<file path="config.mk">
export PLATFORM = sky130hd
export DESIGN_NAME = pipe_hazard_ctrl_flat
export DESIGN_NICKNAME = d
export VERILOG_FILES = /design/src/rtl/pipe_hazard_ctrl_pkg.sv /design/src/rtl/pipe_hazard_ctrl_if.sv /design/src/rtl/pipe_hazard_ctrl_hazard_detect.sv /design/src/rtl/pipe_hazard_ctrl.sv /design/src/flat_wrapper.sv
export SDC_FILE = /design/constraint.sdc
export NUM_CORES = 1
export LEC_CHECK = 0
export ABC_CLOCK_PERIOD_IN_PS = 3200
export BUFFER_PORTS_ARGS = -buffer_cell sky130_fd_sc_hd__buf_4
export CAP_MARGIN = 0
export CORE_MARGIN = 5
export CORE_UTILIZATION = 45
export CTS_BUF_LIST = sky130_fd_sc_hd__clkbuf_8
export DETAILED_ROUTE_END_ITERATION = 12
export HOLD_SLACK_MARGIN = 0.02
export PLACE_DENSITY = 0.75
export SYNTH_ARGS = -nofsm -noshare
export SYNTH_HDL_FRONTEND = slang
export SYNTH_SLANG_ARGS = --single-unit
</file>
<file path="constraint.sdc">
create_clock -name clk -period 3.2 [get_ports clk]
set_input_delay 0.48 -clock clk [delete_from_list [all_inputs] [get_ports clk]]
set_output_delay 0.48 -clock clk [all_outputs]
set_load 0.03 [all_outputs]
</file>
<file path="src/rtl/pipe_hazard_ctrl_pkg.sv">
// Shared types and widths for the pipeline hazard controller.
package pipe_ctrl_pkg;
   localparam int REG_W  = 5;   // register-index width
   localparam int LOAD_W = 3;   // load-type width
   localparam int WAIT_W = 8;   // memory-wait counter width

   typedef enum logic {
      RUN      = 1'b0,
      MEM_WAIT = 1'b1
   } state_t;
endpackage

</file>
<file path="src/rtl/pipe_hazard_ctrl_if.sv">
// Pipeline <-> hazard controller signal bundle.
// master: pipeline side (drives stage info, receives controls).
// slave:  hazard controller.
interface pipe_hazard_ctrl_if;
   import pipe_ctrl_pkg::*;

   logic [REG_W-1:0]  id_rs1;
   logic [REG_W-1:0]  id_rs2;
   logic              id_use_rs1;
   logic              id_use_rs2;
   logic [REG_W-1:0]  ex_rd;
   logic              ex_writeReg;
   logic [LOAD_W-1:0] ex_readMem;
   logic              ex_redirect;
   logic              mem_busy;

   logic              pc_stall;
   logic              if_id_stall;
   logic              id_ex_stall;
   logic              ex_mem_stall;
   logic              if_id_flush;
   logic              id_ex_flush;
   logic              redirect_go;
   logic              mem_timeout;

   modport master (
      output id_rs1, id_rs2, id_use_rs1, id_use_rs2, ex_rd, ex_writeReg,
             ex_readMem, ex_redirect, mem_busy,
      input  pc_stall, if_id_stall, id_ex_stall, ex_mem_stall,
             if_id_flush, id_ex_flush, redirect_go, mem_timeout
   );

   modport slave (
      input  id_rs1, id_rs2, id_use_rs1, id_use_rs2, ex_rd, ex_writeReg,
             ex_readMem, ex_redirect, mem_busy,
      output pc_stall, if_id_stall, id_ex_stall, ex_mem_stall,
             if_id_flush, id_ex_flush, redirect_go, mem_timeout
   );
endinterface

</file>
<file path="src/rtl/pipe_hazard_ctrl_hazard_detect.sv">
// Load-use compare: a load in EX writes a register the ID instruction reads.
// x0 never counts as a dependency.
module hazard_detect
   import pipe_ctrl_pkg::*;
(
   input  logic [REG_W-1:0]  id_rs1,
   input  logic [REG_W-1:0]  id_rs2,
   input  logic              id_use_rs1,
   input  logic              id_use_rs2,
   input  logic [REG_W-1:0]  ex_rd,
   input  logic              ex_writeReg,
   input  logic [LOAD_W-1:0] ex_readMem,
   output logic              load_use
);
   assign load_use = (ex_readMem != '0) & ex_writeReg & (ex_rd != '0) &
                     ((id_use_rs1 & (id_rs1 == ex_rd)) |
                      (id_use_rs2 & (id_rs2 == ex_rd)));
endmodule

</file>
<file path="src/rtl/pipe_hazard_ctrl.sv">
// Pipeline hazard controller: load-use stall, EX redirect flush, memory-wait
// hold with deferred redirect and a sticky wait timeout.
// Optional macro PIPE_HAZARD_PERF_EN adds stall/flush/wait perf counters.
module pipe_hazard_ctrl
   import pipe_ctrl_pkg::*;
#(
   parameter int MAX_WAIT = 64
) (
   input  logic                clk,
   input  logic                rst,
   pipe_hazard_ctrl_if.slave   hz
`ifdef PIPE_HAZARD_PERF_EN
   ,
   output logic [31:0]         perf_stall_cnt,
   output logic [31:0]         perf_flush_cnt,
   output logic [31:0]         perf_wait_cnt
`endif
);
   state_t            state;
   logic              pending;
   logic [WAIT_W-1:0] wait_cnt;
   logic [WAIT_W-1:0] wait_inc;
   logic              timeout;
   logic              load_use;
   logic              lu_stall;
   logic              redirect_go;
   logic              busy;

   hazard_detect u_hd (
      .id_rs1      (hz.id_rs1),
      .id_rs2      (hz.id_rs2),
      .id_use_rs1  (hz.id_use_rs1),
      .id_use_rs2  (hz.id_use_rs2),
      .ex_rd       (hz.ex_rd),
      .ex_writeReg (hz.ex_writeReg),
      .ex_readMem  (hz.ex_readMem),
      .load_use    (load_use)
   );

   // Everything is gated by rst so the pipeline sees no control while in reset.
   assign busy     = rst & hz.mem_busy;
   assign wait_inc = (wait_cnt == '1) ? wait_cnt : wait_cnt + WAIT_W'(1);

   // Output decode: busy dominates, then redirect (live in RUN, deferred on
   // MEM_WAIT exit), then load-use. Load-use only stalls from RUN.
   always_comb begin
      lu_stall    = 1'b0;
      redirect_go = 1'b0;
      if (rst && !hz.mem_busy) begin
         if (state == RUN) begin
            redirect_go = hz.ex_redirect;
            lu_stall    = load_use & ~hz.ex_redirect;
         end else begin
            redirect_go = pending;
         end
      end
   end

   assign hz.pc_stall     = busy | lu_stall;
   assign hz.if_id_stall  = busy | lu_stall;
   assign hz.id_ex_stall  = busy;
   assign hz.ex_mem_stall = busy;
   assign hz.if_id_flush  = redirect_go;
   assign hz.id_ex_flush  = redirect_go | lu_stall;
   assign hz.redirect_go  = redirect_go;
   assign hz.mem_timeout  = timeout;

   // FSM, deferred-redirect flag, saturating wait counter, sticky timeout.
   always_ff @(posedge clk or negedge rst) begin
      if (!rst) begin
         state    <= RUN;
         pending  <= 1'b0;
         wait_cnt <= '0;
         timeout  <= 1'b0;
      end else if (hz.mem_busy) begin
         state <= MEM_WAIT;
         if (hz.ex_redirect) pending <= 1'b1;
         if (state == MEM_WAIT) begin
            wait_cnt <= wait_inc;
            if (int'(wait_inc) >= MAX_WAIT) timeout <= 1'b1;
         end
      end else begin
         state    <= RUN;
         pending  <= 1'b0;
         wait_cnt <= '0;
      end
   end

`ifdef PIPE_HAZARD_PERF_EN
   // Free-running event counters, wrapping at 2^32.
   always_ff @(posedge clk or negedge rst) begin
      if (!rst) begin
         perf_stall_cnt <= '0;
         perf_flush_cnt <= '0;
         perf_wait_cnt  <= '0;
      end else begin
         if (lu_stall)    perf_stall_cnt <= perf_stall_cnt + 32'd1;
         if (redirect_go) perf_flush_cnt <= perf_flush_cnt + 32'd1;
         if (busy)        perf_wait_cnt  <= perf_wait_cnt + 32'd1;
      end
   end
`else
`endif
endmodule
</file>
<file path="src/flat_wrapper.sv">
// flat-port wrapper written by rule: the top's interface ports become plain ports
module pipe_hazard_ctrl_flat import pipe_ctrl_pkg::*;
#(
   parameter int MAX_WAIT = 64
)
  (clk, rst, hz_id_rs1, hz_id_rs2, hz_id_use_rs1, hz_id_use_rs2, hz_ex_rd, hz_ex_writeReg, hz_ex_readMem, hz_ex_redirect, hz_mem_busy, hz_pc_stall, hz_if_id_stall, hz_id_ex_stall, hz_ex_mem_stall, hz_if_id_flush, hz_id_ex_flush, hz_redirect_go, hz_mem_timeout);
  pipe_hazard_ctrl_if hz_i ();
  input  logic clk;
  input  logic rst;
  input wire logic [$bits(hz_i.id_rs1)-1:0] hz_id_rs1;
  input wire logic [$bits(hz_i.id_rs2)-1:0] hz_id_rs2;
  input wire logic [$bits(hz_i.id_use_rs1)-1:0] hz_id_use_rs1;
  input wire logic [$bits(hz_i.id_use_rs2)-1:0] hz_id_use_rs2;
  input wire logic [$bits(hz_i.ex_rd)-1:0] hz_ex_rd;
  input wire logic [$bits(hz_i.ex_writeReg)-1:0] hz_ex_writeReg;
  input wire logic [$bits(hz_i.ex_readMem)-1:0] hz_ex_readMem;
  input wire logic [$bits(hz_i.ex_redirect)-1:0] hz_ex_redirect;
  input wire logic [$bits(hz_i.mem_busy)-1:0] hz_mem_busy;
  output wire logic [$bits(hz_i.pc_stall)-1:0] hz_pc_stall;
  output wire logic [$bits(hz_i.if_id_stall)-1:0] hz_if_id_stall;
  output wire logic [$bits(hz_i.id_ex_stall)-1:0] hz_id_ex_stall;
  output wire logic [$bits(hz_i.ex_mem_stall)-1:0] hz_ex_mem_stall;
  output wire logic [$bits(hz_i.if_id_flush)-1:0] hz_if_id_flush;
  output wire logic [$bits(hz_i.id_ex_flush)-1:0] hz_id_ex_flush;
  output wire logic [$bits(hz_i.redirect_go)-1:0] hz_redirect_go;
  output wire logic [$bits(hz_i.mem_timeout)-1:0] hz_mem_timeout;
  assign hz_i.id_rs1 = hz_id_rs1;
  assign hz_i.id_rs2 = hz_id_rs2;
  assign hz_i.id_use_rs1 = hz_id_use_rs1;
  assign hz_i.id_use_rs2 = hz_id_use_rs2;
  assign hz_i.ex_rd = hz_ex_rd;
  assign hz_i.ex_writeReg = hz_ex_writeReg;
  assign hz_i.ex_readMem = hz_ex_readMem;
  assign hz_i.ex_redirect = hz_ex_redirect;
  assign hz_i.mem_busy = hz_mem_busy;
  assign hz_pc_stall = hz_i.pc_stall;
  assign hz_if_id_stall = hz_i.if_id_stall;
  assign hz_id_ex_stall = hz_i.id_ex_stall;
  assign hz_ex_mem_stall = hz_i.ex_mem_stall;
  assign hz_if_id_flush = hz_i.if_id_flush;
  assign hz_id_ex_flush = hz_i.id_ex_flush;
  assign hz_redirect_go = hz_i.redirect_go;
  assign hz_mem_timeout = hz_i.mem_timeout;
  pipe_hazard_ctrl #(.MAX_WAIT(MAX_WAIT)) u_core (.clk(clk), .rst(rst), .hz(hz_i));
endmodule
</file>
# After elaboration in Yosys (flattened, before gate mapping)
# Index checks and enable logic that the tools add are counted.
op_classes:
  n_addsub: 1
  magnitude_cmp: 1
  mux: 10
  bitwise_logic: 11
  reduce_logical: 5
  n_eq_ne: 5
ops:
  columns: ["op", "count"]
  rows:
  - ["two-way mux 8 bit", 3]
  - ["== test 5 bit", 2]
  - ["adder 8 x 1 -> 8 bit, second input constant", 1]
  - ["== test 8 bit, second input constant", 1]
  - ["greater-or-equal comparator 8 x 7 -> 1 bit, second input constant", 1]
  - ["AND 1 bit", 7]
  - ["two-way mux 1 bit", 7]
  - ["nonzero test 5 bit", 1]
  - ["OR 1 bit", 3]
  - ["AND reduction 3 bit", 1]
  - ["nonzero test 3 bit", 1]
  - ["!= test 2 x 1 -> 1 bit, second input constant", 1]
  - ["!= test 2 bit, second input constant", 1]
  - ["logical AND 1 bit", 1]
  - ["zero test 1 bit", 1]
  - ["inverter 1 bit", 1]
totals:
  regBits: 11
  input_bits: 25
  elab_cells: 37
  output_inout_bits: 8

# Depth between registers and ports, before layout
# Gate-level depths: netlist (run 1).
logic_depth:
  word_depth: 8
  depth_mapped: 5
  ltp_nobuf: 5

# Modules after synthesis
# A second synthesis (run 1) with hierarchy kept.
unflattened:
  cells_unflattened: 91
  area_unflattened_um2: 782.0
by_module_without_submodules:
  columns: ["module", "n_inst", "area_per_inst_um2", "cells_each", "seq_area_each_um2"]
  rows:
  - ["pipe_hazard_ctrl", 1, 645.6, 72, 275.3]
  - ["hazard_detect", 1, 136.4, 19, 0.0]

# Worst setup path before layout (run 1)
# OpenSTA, ideal clock, no wires.
synth_path:
  kind: "input-to-output"
  startpoint: "input port hz_mem_busy"
  endpoint: "output port hz_pc_stall"
  n_path_buf: 1
  arrival_time_ns: 1.897
  path_slack_ns: 0.823
  stages: 5
  t_required_ns: 2.720
  path_cell_list: "nand2b_1 nor4b_1 o311ai_0 o21bai_1 buf_4"
synth_between:
  elab_chain_len: 4
synth_lines:
  columns: ["item", "line", "text"]
  rows:
  - ["from (decl)", "flat_wrapper.sv:18", "input wire logic [$bits(hz_i.mem_busy)-1:0] hz_mem_busy;"]
  - ["zero test 1 bit", "pipe_hazard_ctrl.sv:49", "if (rst && !hz.mem_busy) begin"]
  - ["logical AND 1 bit", "pipe_hazard_ctrl.sv:49", null]
  - ["two-way mux 1 bit", "pipe_hazard_ctrl.sv:49", null]
  - ["OR 1 bit (*)", null, null]
  - ["to (decl)", "flat_wrapper.sv:19", "output wire logic [$bits(hz_i.pc_stall)-1:0] hz_pc_stall;"]
# Mark *: on every way between the ends. The rest lies on a longest branch, timed or not.

# Final worst setup path (run 1)
layout_path:
  startpoint: "input port hz_mem_busy"
  endpoint: "output port hz_pc_stall"
layout_between:
  elab_chain_len: 4
layout_lines:
  columns: ["item", "line", "text"]
  rows:
  - ["zero test 1 bit", "pipe_hazard_ctrl.sv:49", null]
  - ["logical AND 1 bit", "pipe_hazard_ctrl.sv:49", null]
  - ["two-way mux 1 bit", "pipe_hazard_ctrl.sv:49", null]
  - ["OR 1 bit (*)", "pipe_hazard_ctrl.sv:59", "assign hz.pc_stall = busy | lu_stall;"]
# Marks and branches as above.

==> results by group, run 1 <==
Synthesis
  – Post-synth top area share: 33.8%
  – Sequential share of the synthesized area: 33.8%
  – Post-synth top flop: dfrtp_1
  – Number of enable flip-flop cells after synthesis: 0
  – Syn_nets: 105
  – Ys async rst share: 100%
  – Avg Cell Area, Syn: 10.3 µm²
  – #FFs+latches synth: 11
  – Yosys warnings: 0
  – Post-Syn Area: 815 µm²
  – Synth Instances: 79
  – Synth area leader: dfrtp_1
  – Top post-synthesis cells by area: dfrtp_1, xor2_1, xnor2_1, and2_1, o311ai_4
  – Count of different cell masters after synthesis: 39

STA
  – Min Hold Slack: 72.8 ps
  – Min cycle time layout: 2160 ps
  – Final number of setup-violating endpoints: 0
  – Endpoints failing hold: 0
  – Slew Limit Headroom: 70.4%
  – RSZ-0062 raised after global routing: false
  – Setup TNS: 0 ps
  – Setup WS post-layout: 1040 ps
  – Period utilization: 67.5%
  – Slew Limit Fails: 0
  – FMAX: 0.463 GHz
  – Actual slew at the worst max-slew pin: 439 ps
  – Clock Skews: 5.60 ps

Layout
  – Register Area: 275 µm²
  – Finished Layout Cells: 135
  – Net count, final: 137
  – Fillers: 142
  – Share of layout cells above drive strength 1: 37.3%
  – Multi-input logic area: 504 µm²
  – Area Growth Syn to Fin: 35.0%
  – Number of antenna diodes: 0

Die
  – DIE HEIGHT: 52.5 µm
  – Die X: 52.5 µm
  – Total core area: 0.00173 mm²
  – # IOs: 33
  – Rows: 15
  – Initial Util: 47.2%
  – Die area: 0.00276 mm²

Setup path
  – Crit path required time: 2720 ps
  – CP max FO: 13
  – CP Capture Type: output port
  – R2R depth: 5
  – Startpoint types: primary input
  – Worst path arrival time: 1680 ps
  – R2R Setup Slk: 1560 ps
  – Crit path kind: primary input to output port

Clocking
  – CTS Buffer Depth: 2
  – Post-CTS Hold Buffers: 0
  – # Post-CTS Setup Buffers: 0
  – H-Tree Depth: 1
  – CTS Root Cell: clkbuf_8
  – Post-CTS resize count: 0
  – Reg clk slew, reported paths: 50 ps
  – Clock sinks: 11
  – Clock latency on the worst-skew pair: 230 ps
  – CTS tree: built
  – TritonCTS buffer count: 3

Run
  – Max_cap viols: 0

Detailed routing
  – Final ANT Viol Nets: 0
  – DR vias/cell: 5.29
  – Routed WL per cell: 14.5 µm
  – 1st-iter DRT viols: 8
  – DRC violations left: 0
  – Via count: 714
  – First drt pass iteration count: 4
  – Final wirelength: 1950 µm

Place
  – Pre-CTS setup slack: 1010 ps
  – Inst Count DP: 131
  – RePlAce Congestion: 0.853
  – Post-DP HPWL: 1570 µm
  – Port bufs: 32

GRT
  – First-pass GRT wire length: 3280 µm
  – Largest net degree at the start of global routing: 14
  – GR Util All Layers: 16.2%
  – Overflow after GRT: 0
  – Vias in the first global route: 685
  – Initial antenna violation count: 0

Power and ir drop
  – Max VDD drop: 133 µV
  – Total power: 0.353 mW
  – Pleak: 0.485 nW
  – Pwr dens: 321 mW/mm²

Hold path
  – Hold crit path type: primary input to async pin

Status
  – Status: completed
[cell usage after synthesis, types with 2 or more instances]
cell      number
nor2_1         4
xor2_1         8
and2_1         7
nand2_1        3
mux2i_1        2
and4_1         2
xnor2_1        6
o21bai_1       2
dfrtp_1       11
buf_4          3
nor4_1         2
nand3_1        2
[cell usage in the layout (no fill, tap or decap), drive strengths merged]
master and count:
o31ai 2, o2111ai 1, nand3 3, a21oi 1, o21bai 2, o211a 1, inv 2, nor3 1
a31oi 1, and4 2, o311ai 2, mux2i 2, nand2 4, nand2b 1, a32oi 1, xor2 8
o21a 1, nor4b 1, dfrtp 11, clkbuf 3, nor2b 1, xnor2 6, nor3b 1, ha 1
o311a 1, a31o 1, o21ai 1, nor4 2, o22ai 1, nor2 4, and2 8, a2111oi 1
buf 32
[path summary, 6_finish.rpt]
kind	start	end
max	hz_mem_busy	hz_pc_stall
min	rst	u_core.pending$_DFFE_PN0P_
max reg2reg	u_core.wait_cnt[0]$_DFFE_PN0P_	u_core.hz.mem_timeout$_DFFE_PN0P_
min reg2reg	u_core.hz.mem_timeout$_DFFE_PN0P_	u_core.hz.mem_timeout$_DFFE_PN0P_
max in group asynchronous	rst	u_core.state$_DFF_PN0_
min in group clk	hz_mem_busy	u_core.state$_DFF_PN0_
[sequential cells by signal, indices dropped and copies added, names as in the netlist]
register / count
u_core.state: 1
u_core.pending: 1
u_core.wait_cnt: 8
u_core.hz.mem_timeout: 1
[routing by layer]
metal / wire [µm] / share of wire [%] / GRT usage (%)
met5: 0 / 0 / 0
met2: 831 / 43 / 24.8
met4: 7 / 0.36 / 3.83
met1: 927 / 48 / 21.6
met3: 185 / 9.5 / 5.70
[through the flow]
step | util [%] | cell area, µm²
2_1_floorplan | - | 815
3_3_place_gp | 61.1 | 1050
3_5_place_dp | 61.1 | 1050
4_1_cts | 63.7 | 1100
5_1_grt | 63.7 | 1100
6_report | 63.7 | 1100
[kinds of logic after synthesis]
kind of cell,share of synthesized area (%)
fa+ha+maj,1.54
buf+inv,4.30
flops,33.8
mux,2.46
compound gates,21.5
simple gates,21.4
xor+xnor,15.1
[report_power, final]
part | switching (mW) | total (mW) | internal (mW)
clock network | 0.0460 | 0.130 | 0.0837
registers | 0.00625 | 0.150 | 0.144
logic | 0.0343 | 0.0735 | 0.0392
total | 0.0865 | 0.353 | 0.266
[critical path, stage by stage]
cell	delay, ps
buf_4	150
nand2b_1	180
nor4b_1	260
o311ai_0	210
o21bai_1	220
buf_4	190
[cell type report]
type | count | share of cell area, %
multi-input cells | 62 | 45.8
flip-flops and latches | 11 | 25.0
clock inverters | 1 | 0.341
well taps | 25 | 2.84
inverters | 1 | 0.341
clock buffers | 3 | 3.75
repair buffers | 32 | 21.8
Power figures use the tool's default switching activity.
==> run 2, diff against run 1 <==
Settings changed: ABC_CLOCK_PERIOD_IN_PS 3200 to 2000.
Clock period 3.2 ns to 2 ns, I/O delays scaled along.
==> results by group, run 2 (same netlist as run 1, synthesis figures left out) <==
Setup path
  – Crit path kind: primary input to output port
  – Startpoint types: primary input
  – Worst Path Buf+Inv: 2 (unchanged)
  – Worst path slowest cell: nor4b_1
  – Crit path required time: 1700 ps (-1020 ps)
  – Critical-path cell list: buf_4, nand2b_1, nor4b_1, o311ai_1, o22ai_1, buf_4
  – CP max FO: 13 (unchanged)
  – CP Capture Type: output port
  – Worst path arrival time: 1490 ps (-190 ps)
  – CP delay by family, top: simple AND/OR/NAND/NOR gates
  – Most used cell along the critical path: buf_4
  – Biggest cell delay along the critical path: 280 ps (+20 ps)

STA
  – Min cycle time layout: 1790 ps
  – Endpoints failing hold: 0 (unchanged)
  – Actual slew at the worst max-slew pin: 462 ps (+23.0 ps)
  – Final number of setup-violating endpoints: 0 (unchanged)
  – Setup TNS: 0 ps (unchanged)
  – RSZ-0062 raised after global routing: false
  – Period utilization: 89.4%
  – Slew Limit Fails: 0 (unchanged)
  – Slew Limit Headroom: 69.1% (-1.3 points)
  – FMAX: 0.559 GHz
  – Clock Skews: 0.609 ps (-4.99 ps)

Layout
  – Most frequent cells in the layout: buf_4, dfrtp_1, xor2_1, and2_1, xnor2_1
  – Finished Layout Cells: 137 (+1.5%)
  – Net count, final: 139 (+1.5%)
  – Share of layout cells above drive strength 1: 38.4% (+1.1 points)
  – Number of antenna diodes: 0 (unchanged)
  – Area Growth Syn to Fin: 37.6%
  – Commonest non-fill, non-tap cell in the layout: buf_4
  – Final core occ: 64.9% (+1.2 points)
  – Post-route cell area: 0.00112 mm² (+1.9%)
  – Max reg flops: 8 (unchanged)
  – Register with the most flip-flops: u_core.wait_cnt
  – Fillers: 146 (+2.8%)
  – Register Area: 275 µm² (unchanged)
  – Multi-input logic area: 508 µm² (+0.74%)

Detailed routing
  – Via count: 727 (+1.8%)
  – DRC violations left: 0 (unchanged)
  – Final ANT Viol Nets: 0 (unchanged)
  – DR vias/cell: 5.31 (+0.33%)
  – 1st-iter DRT viols: 8 (unchanged)
  – First drt pass iteration count: 4 (unchanged)
  – Final wirelength: 1960 µm (+0.46%)
  – Routed WL per cell: 14.3 µm (-1.0%)

Clocking
  – TritonCTS buffer count: 3 (unchanged)
  – Reg clk slew, reported paths: 50 ps (about the same)
  – CTS Root Cell: clkbuf_8
  – CTS tree: built
  – Clock latency on the worst-skew pair: 230 ps (about the same)
  – Clock sinks: 11 (unchanged)
  – CTS Buffer Depth: 2 (unchanged)
  – H-Tree Depth: 1 (unchanged)

Die
  – Initial Util: 47.2% (unchanged)
  – Die area: 0.00276 mm² (unchanged)
  – Rows: 15 (unchanged)
  – DIE HEIGHT: 52.5 µm (unchanged)
  – Die X: 52.5 µm (unchanged)
  – # IOs: 33 (unchanged)
  – Total core area: 0.00173 mm² (unchanged)

Hold path
  – Hold crit path type: primary input to flop

Place
  – Inst Count DP: 132 (+0.76%)
  – Port bufs: 32 (unchanged)
  – Post-DP HPWL: 1570 µm (about the same)
  – Placed cell areas: 0.00107 mm² (+1.1%)
  – RePlAce Congestion: 0.839 (-1.6%)

GRT
  – Overflow after GRT: 0 (unchanged)
  – GR Util All Layers: 15.7% (-0.49 points)
  – Initial antenna violation count: 0 (unchanged)
  – Largest net degree at the start of global routing: 14 (unchanged)
  – Vias in the first global route: 706 (+3.1%)
  – First-pass GRT wire length: 3170 µm (-3.1%)

Power and ir drop
  – Pwr dens: 505 mW/mm² (+57%)
  – Max VDD drop: 230 µV (+72%)
  – Pleak: 0.497 nW (+2.6%)

Status
  – Status: completed

Run
  – Max_cap viols: 0 (unchanged)
[run 2: routing by layer]
layer	GRT usage (%)	routed length [µm]	share of wire (%)
met5	0	0	0
met4	6.38	7	0.36
met3	3.99	168	8.6
met2	23.1	867	44
met1	21.6	916	47
[run 2: repair_timing]
item,in CTS,in global routing
resized for setup,0,1
hold endpoints to repair,11,0
endpoints found under the setup margin,0,3
hold buffers,1,0
setup buffers,0,0
[run 2: worst paths after layout]
check                                                  start                                 to  slack [ps]  cells past startpoint
min                                              hz_mem_busy             u_core.state$_DFF_PN0_         270                      1
max in group asynchronous                                rst     u_core.wait_cnt[6]$_DFFE_PN0P_        1120                      2
max reg2reg                   u_core.wait_cnt[0]$_DFFE_PN0P_  u_core.hz.mem_timeout$_DFFE_PN0P_         360                      5
min in group asynchronous                                rst         u_core.pending$_DFFE_PN0P_         570                      2
min reg2reg                u_core.hz.mem_timeout$_DFFE_PN0P_  u_core.hz.mem_timeout$_DFFE_PN0P_         460                      1
max                                              hz_mem_busy                     hz_id_ex_flush         210                      6
[run 2: stage by stage]
step	hold WS (ps)	setup slack, ps	power (mW)
floorplan	4.41	110	0.299
global placement	140	214	0.360
detailed placement	144	177	0.363
CTS	268	173	0.572
global route	279	42.6	0.600
finish	273	211	0.566
[run 2: worst register-to-register path: stages, from the launching register on]
cell and delay, ps:
dfrtp_1 420, ha_1 220, nand2_2 140, a2111oi_2 370, o21bai_1 150, a31o_1 230
[run 2: report_power, final]
group | internal (mW) | leakage (nW) | switching, mW
Clock | 0.134 | 0.0269 | 0.0713
Sequential | 0.230 | 0.148 | 0.00724
Combinational | 0.0656 | 0.322 | 0.0585
Total | 0.429 | 0.497 | 0.137
[run 2: area by class of cell]
class / instances / share of cell area [%]
Clock buffer: 3 / 3.68
Clock inverter: 1 / 0.335
Timing Repair Buffer: 34 / 23.0
Multi-Input combinational cell: 62 / 45.3
Tap cell: 25 / 2.79
Sequential cell: 11 / 24.6
Inverter: 1 / 0.335
